<file path="src/rtl/condicionador_botoes.sv">
// Button conditioner: 2-FF sync, debounce, one-hot/enable filter, one-cycle jogada pulse.
// Optional jogada counter output enabled by `define CONDICIONADOR_CONTADOR_EN.
module condicionador_botoes #(
  parameter int DEBOUNCE_CICLOS = 1000,
  parameter int CW              = 10
) (
  input  logic       clock,
  input  logic       reset,
  input  logic [8:0] botoes_in,
  input  logic       habilita,
  output logic [8:0] botoes_out,
  output logic       jogada,
  output logic       multiplo,
  output logic [2:0] db_estado
`ifdef CONDICIONADOR_CONTADOR_EN
  ,
  output logic [6:0] db_num_jogadas
`endif
);

  typedef enum logic [2:0] {
    OCIOSO        = 3'd0,
    FILTRANDO     = 3'd1,
    ACEITO        = 3'd2,
    ESPERA_SOLTAR = 3'd3,
    ERRO          = 3'd4
  } estado_t;

  localparam logic [CW-1:0] CNT_MAX = CW'(DEBOUNCE_CICLOS - 1);

  estado_t       estado, estado_nx;
  logic [8:0]    s1, s2;
  logic [8:0]    cap, cap_nx;
  logic [CW-1:0] cnt, cnt_nx;
  logic [8:0]    bout_nx;
  logic          um_so;

  assign um_so = (cap != 9'd0) && ((cap & (cap - 9'd1)) == 9'd0);

  always_ff @(posedge clock) begin
    if (reset) begin
      s1         <= '0;
      s2         <= '0;
      cap        <= '0;
      cnt        <= '0;
      botoes_out <= '0;
      estado     <= OCIOSO;
    end else begin
      s1         <= botoes_in;
      s2         <= s1;
      cap        <= cap_nx;
      cnt        <= cnt_nx;
      botoes_out <= bout_nx;
      estado     <= estado_nx;
    end
  end

  always_comb begin
    estado_nx = estado;
    cap_nx    = cap;
    cnt_nx    = cnt;
    bout_nx   = botoes_out;
    case (estado)
      OCIOSO: begin
        if (s2 != 9'd0) begin
          cap_nx    = s2;
          cnt_nx    = '0;
          estado_nx = FILTRANDO;
        end
      end
      FILTRANDO: begin
        if (s2 == 9'd0) begin
          estado_nx = OCIOSO;
        end else if (s2 != cap) begin
          cap_nx = s2;
          cnt_nx = '0;
        end else if (cnt == CNT_MAX) begin
          // Stable press: release filter starts fresh in every exit state
          cnt_nx = '0;
          if (!um_so) begin
            estado_nx = ERRO;
          end else if (habilita) begin
            estado_nx = ACEITO;
            bout_nx   = cap;
          end else begin
            estado_nx = ESPERA_SOLTAR;
          end
        end else begin
          cnt_nx = cnt + 1'b1;
        end
      end
      ACEITO: begin
        estado_nx = ESPERA_SOLTAR;
        cnt_nx    = '0;
      end
      ESPERA_SOLTAR, ERRO: begin
        if (s2 == 9'd0) begin
          if (cnt == CNT_MAX) begin
            estado_nx = OCIOSO;
            bout_nx   = '0;
            cnt_nx    = '0;
          end else begin
            cnt_nx = cnt + 1'b1;
          end
        end else begin
          cnt_nx = '0;
        end
      end
      default: begin
        estado_nx = OCIOSO;
        bout_nx   = '0;
        cnt_nx    = '0;
      end
    endcase
  end

  assign jogada    = (estado == ACEITO);
  assign multiplo  = (estado == ERRO);
  assign db_estado = estado;

`ifdef CONDICIONADOR_CONTADOR_EN
  // Saturates at a full 9x9 board
  always_ff @(posedge clock) begin
    if (reset)
      db_num_jogadas <= '0;
    else if (jogada && db_num_jogadas != 7'd81)
      db_num_jogadas <= db_num_jogadas + 7'd1;
  end
`endif

endmodule

</file>
<file path="config.mk">
export PLATFORM = sky130hd
export DESIGN_NAME = condicionador_botoes
export DESIGN_NICKNAME = d
export VERILOG_FILES = /design/src/rtl/condicionador_botoes.sv
export SDC_FILE = /design/constraint.sdc
export NUM_CORES = 1
export LEC_CHECK = 0
export CORE_ASPECT_RATIO = 0.5
export CORE_MARGIN = 2
export CORE_UTILIZATION = 30
export CTS_CLUSTER_DIAMETER = 80
export DETAILED_ROUTE_END_ITERATION = 10
export PLACE_DENSITY = 0.57
export SYNTH_ARGS = -nofsm -noshare
export SYNTH_HDL_FRONTEND = slang
export SYNTH_SLANG_ARGS = --single-unit
</file>
<file path="constraint.sdc">
create_clock -name clock -period 2.3 [get_ports clock]
set_input_delay 0.46 -clock clock [delete_from_list [all_inputs] [get_ports clock]]
set_output_delay 0.46 -clock clock [all_outputs]
set_load 0.005 [all_outputs]
</file>
==> flow_metrics.tcl <==
set metrics [dict create \
    synth-edff-count 0 \
    multiInputGateArea_um2 1170 \
    dr.pass1.iters 4 \
    total_power_uw 2000 \
    synth_top_area_share_pct 43.7 \
    syn-cell-area_um2 2240 \
    grt_pass1_wl_um 7630 \
    period_share_pct 92.0 \
    cts_tree "yes" \
    p_per_area_nw_per_um2 731 \
    numCtsBuffers 5 \
    layout-drive-gt1-share_pct 9.67 \
    initial_utilization_pct 30.8 \
    grt_max_degree 27 \
    crit_required_ns 1.84 \
    drv_cap 0 \
    grt_usage_pct 11.3 \
    fillers 723 \
    post_cts_resized 0 \
    placementRows 22 \
    power_frac_comb_pct 15.9 \
    synth-seq-cells 49 \
    worstSetupStartpointType "flop" \
    power_switching_uw 554 \
    grt.overflow.total 0 \
    final.min_clock_period_ns 2.12 \
    hold_violations 0 \
    n_antenna_cell 0 \
    portBuffers 25 \
    synth_commonest_cells "dfxtp_1, nor2_1, nor2b_1" \
    fp.coreArea_um2 7290 \
    grt_antenna_before_repair 0 \
    fin_skew_ns 0.00419 \
    power.internal_uw 1450 \
    grt_pass1_vias 1663 \
    clkTransAtPathRegs_ns 0.07 \
    drt_iter0_markers 81 \
    clock_path_buffers 2 \
    placed_cells 356 \
    synth_top_cell_by_area "dfxtp_1" \
    cpMaxStageDelayCell "dfxtp_1" \
    max_freq_mhz 473 \
    stdcell_count 365 \
    tightest_slew_ns 0.634 \
    outcome "completed" \
    power_leakage_uw 0.000988 \
    finalSetupTns_ns 0 \
    cts_root_buf "clkbuf_16" \
    drc 0 \
    finalSetupViolCount 0 \
    nNetsFinal 281 \
    worstPathMaxFanout 13 \
    slew_viol_final 0 \
    synth_top_flop_cell "dfxtp_1" \
    synthCells 241 \
    wl_per_cell_um 12.5 \
    crit_path_end_kind "output pin" \
    ant_nets 0 \
    gp_congestion 0.839 \
    cts_htree_levels 2 \
    switching_share_pct 27.7 \
    yosysMostFrequentCell "dfxtp_1" \
    power_frac_clock_pct 37.5 \
    synthToLayoutAreaGrowth_pct 22.0 \
    hold_class "flop to flop" \
    async_reset_ff_share_pct 0 \
    synth_area_leaders "dfxtp_1, nor2b_1, xnor2_1" \
    die_area_um2 8230 \
    path_delay_family "buffers and inverters" \
    place_hpwl_um 3370 \
    rsz0062_at_grt "no" \
    cp_cell_sequence "nand2_1 > inv_1 > clkdlybuf4s50_1" \
    die_y_um 65.1 \
    vias_per_cell 4.93 \
    dieWidth_um 126 \
    crit_arrival_ns 1.66 \
    crit_path_max_incr_delay_ns 0.58 \
    clock-sinks 49 \
    seq_area_um2 981 \
    critPathKind "flop to output pin" \
    synth_cell_types 52 \
    wl_um 4580 \
    pin_count 26 \
    syn-num-nets 254 \
    maxSlewHeadroom_pct 57.6 \
    power_frac_seq_pct 46.6 \
    vias 1801 \
    yosysWarnings 0 \
    hold_buffers 0 \
    synth.avg_cell_area_um2 9.31 \
    seq_area_frac_synth_pct 43.7 \
    ir_drop_mv 0.320 \
    critical_path_buf_inv_count 2 \
    clock_latency_ns 0.29 \
]
power by group through the flow:
| stage | logic (uW) | clock network [uW] | registers (uW) |
|---|---|---|---|
| 6_report | 318 | 752 | 932 |
| 5_1_grt | 352 | 799 | 937 |
| 4_1_cts | 319 | 766 | 931 |
| 3_5_place_dp | 317 | 0 | 950 |
| 3_3_place_gp | 313 | 0 | 949 |
| 2_1_floorplan | 253 | 0 | 929 |
per-stage QoR:
step                util [%]  setup slack, ns  hold slack (ns)  instance area, um2
global route            37.5           0.0792            0.450                2740
finish                  37.5            0.185            0.442                2740
detailed placement      35.3            0.140            0.424                2580
floorplan                  -            0.298            0.414                2240
CTS                     37.4            0.135            0.441                2730
global placement        35.3            0.233            0.421                2580
layout make-up:
| class | count | share of cell area, % |
|---|---|---|
| multi-input combinational | 175 | 42.7 |
| tap | 96 | 4.39 |
| inverter | 7 | 0.960 |
| clock buffer | 5 | 4.57 |
| sequential | 49 | 35.8 |
| clock inverter | 3 | 1.05 |
| timing repair buffer | 30 | 10.5 |
worst reg2reg max path, cell delays in order (launching register included):
cell	delay, ns
dfxtp_1	0.39
ha_1	0.25
and4bb_2	0.26
nand3_1	0.11
or4_1	0.44
a32oi_2	0.22
buf_4	0.17
o21ai_0	0.09
flip-flops by register name, summed over array words and instances (netlist names):
register    count
cnt            10
botoes_out      9
cap             9
s1              9
db_estado       3
s2              9
cells in the final DEF (no fill, tap or decap), types with 2 or more instances in the layout:
| master | count |
|---|---|
| a31oi_1 | 2 |
| inv_1 | 7 |
| or4_1 | 2 |
| nor2b_1 | 18 |
| and3_1 | 5 |
| nand3_1 | 13 |
| buf_4 | 5 |
| clkbuf_16 | 5 |
| o21ai_0 | 9 |
| clkdlybuf4s50_1 | 25 |
| dfxtp_1 | 49 |
| nand4_1 | 10 |
| nand2_1 | 17 |
| a21o_1 | 2 |
| xor2_1 | 6 |
| and4_1 | 2 |
| nor2_1 | 25 |
| nor3_1 | 6 |
| nor3b_1 | 3 |
| a21oi_1 | 5 |
| xnor2_1 | 12 |
| a22o_1 | 3 |
| o32ai_1 | 3 |
| mux2i_1 | 6 |
routing by layer:
layer | vias up | part of all wire [%] | global-route usage (%)
met2 | 49 | 42 | 17.3
met3 | 5 | 5.0 | 3.26
met4 | 0 | 0.68 | 4.40
met1 | 834 | 52 | 15.2
li1 | 913 | - | -
met5 | - | 0 | 0
final timing paths:
| kind | from | end | slack, ns | depth (start not counted) |
|---|---|---|---|---|
| min | s1[6]$_SDFF_PP0_ | s2[6]$_SDFF_PP0_ | 0.44 | 1 |
| min reg2reg | s1[6]$_SDFF_PP0_ | s2[6]$_SDFF_PP0_ | 0.44 | 1 |
| max | db_estado[2]$_SDFFE_PP0P_ | multiplo | 0.18 | 3 |
| max reg2reg | cnt[0]$_SDFFE_PP0P_ | botoes_out[6]$_SDFFE_PP0P_ | 0.25 | 7 |
logic make-up (layout without fill, tap and decap cells):
logic type,count (synthesis),after routing,share of synthesized area (%)
mux,6,6,2.68
fa+ha+maj,2,2,1.00
buf+inv,17,45,4.18
simple gates,113,113,29.3
compound gates,36,36,12.1
flops,49,49,43.7
xor+xnor,18,18,7.03
timing repair:
item,in CTS,in global routing
endpoints found under the hold margin,0,0
endpoints found under the setup margin,0,6
setup buffers,0,1
(Power assumes the default switching activity.)
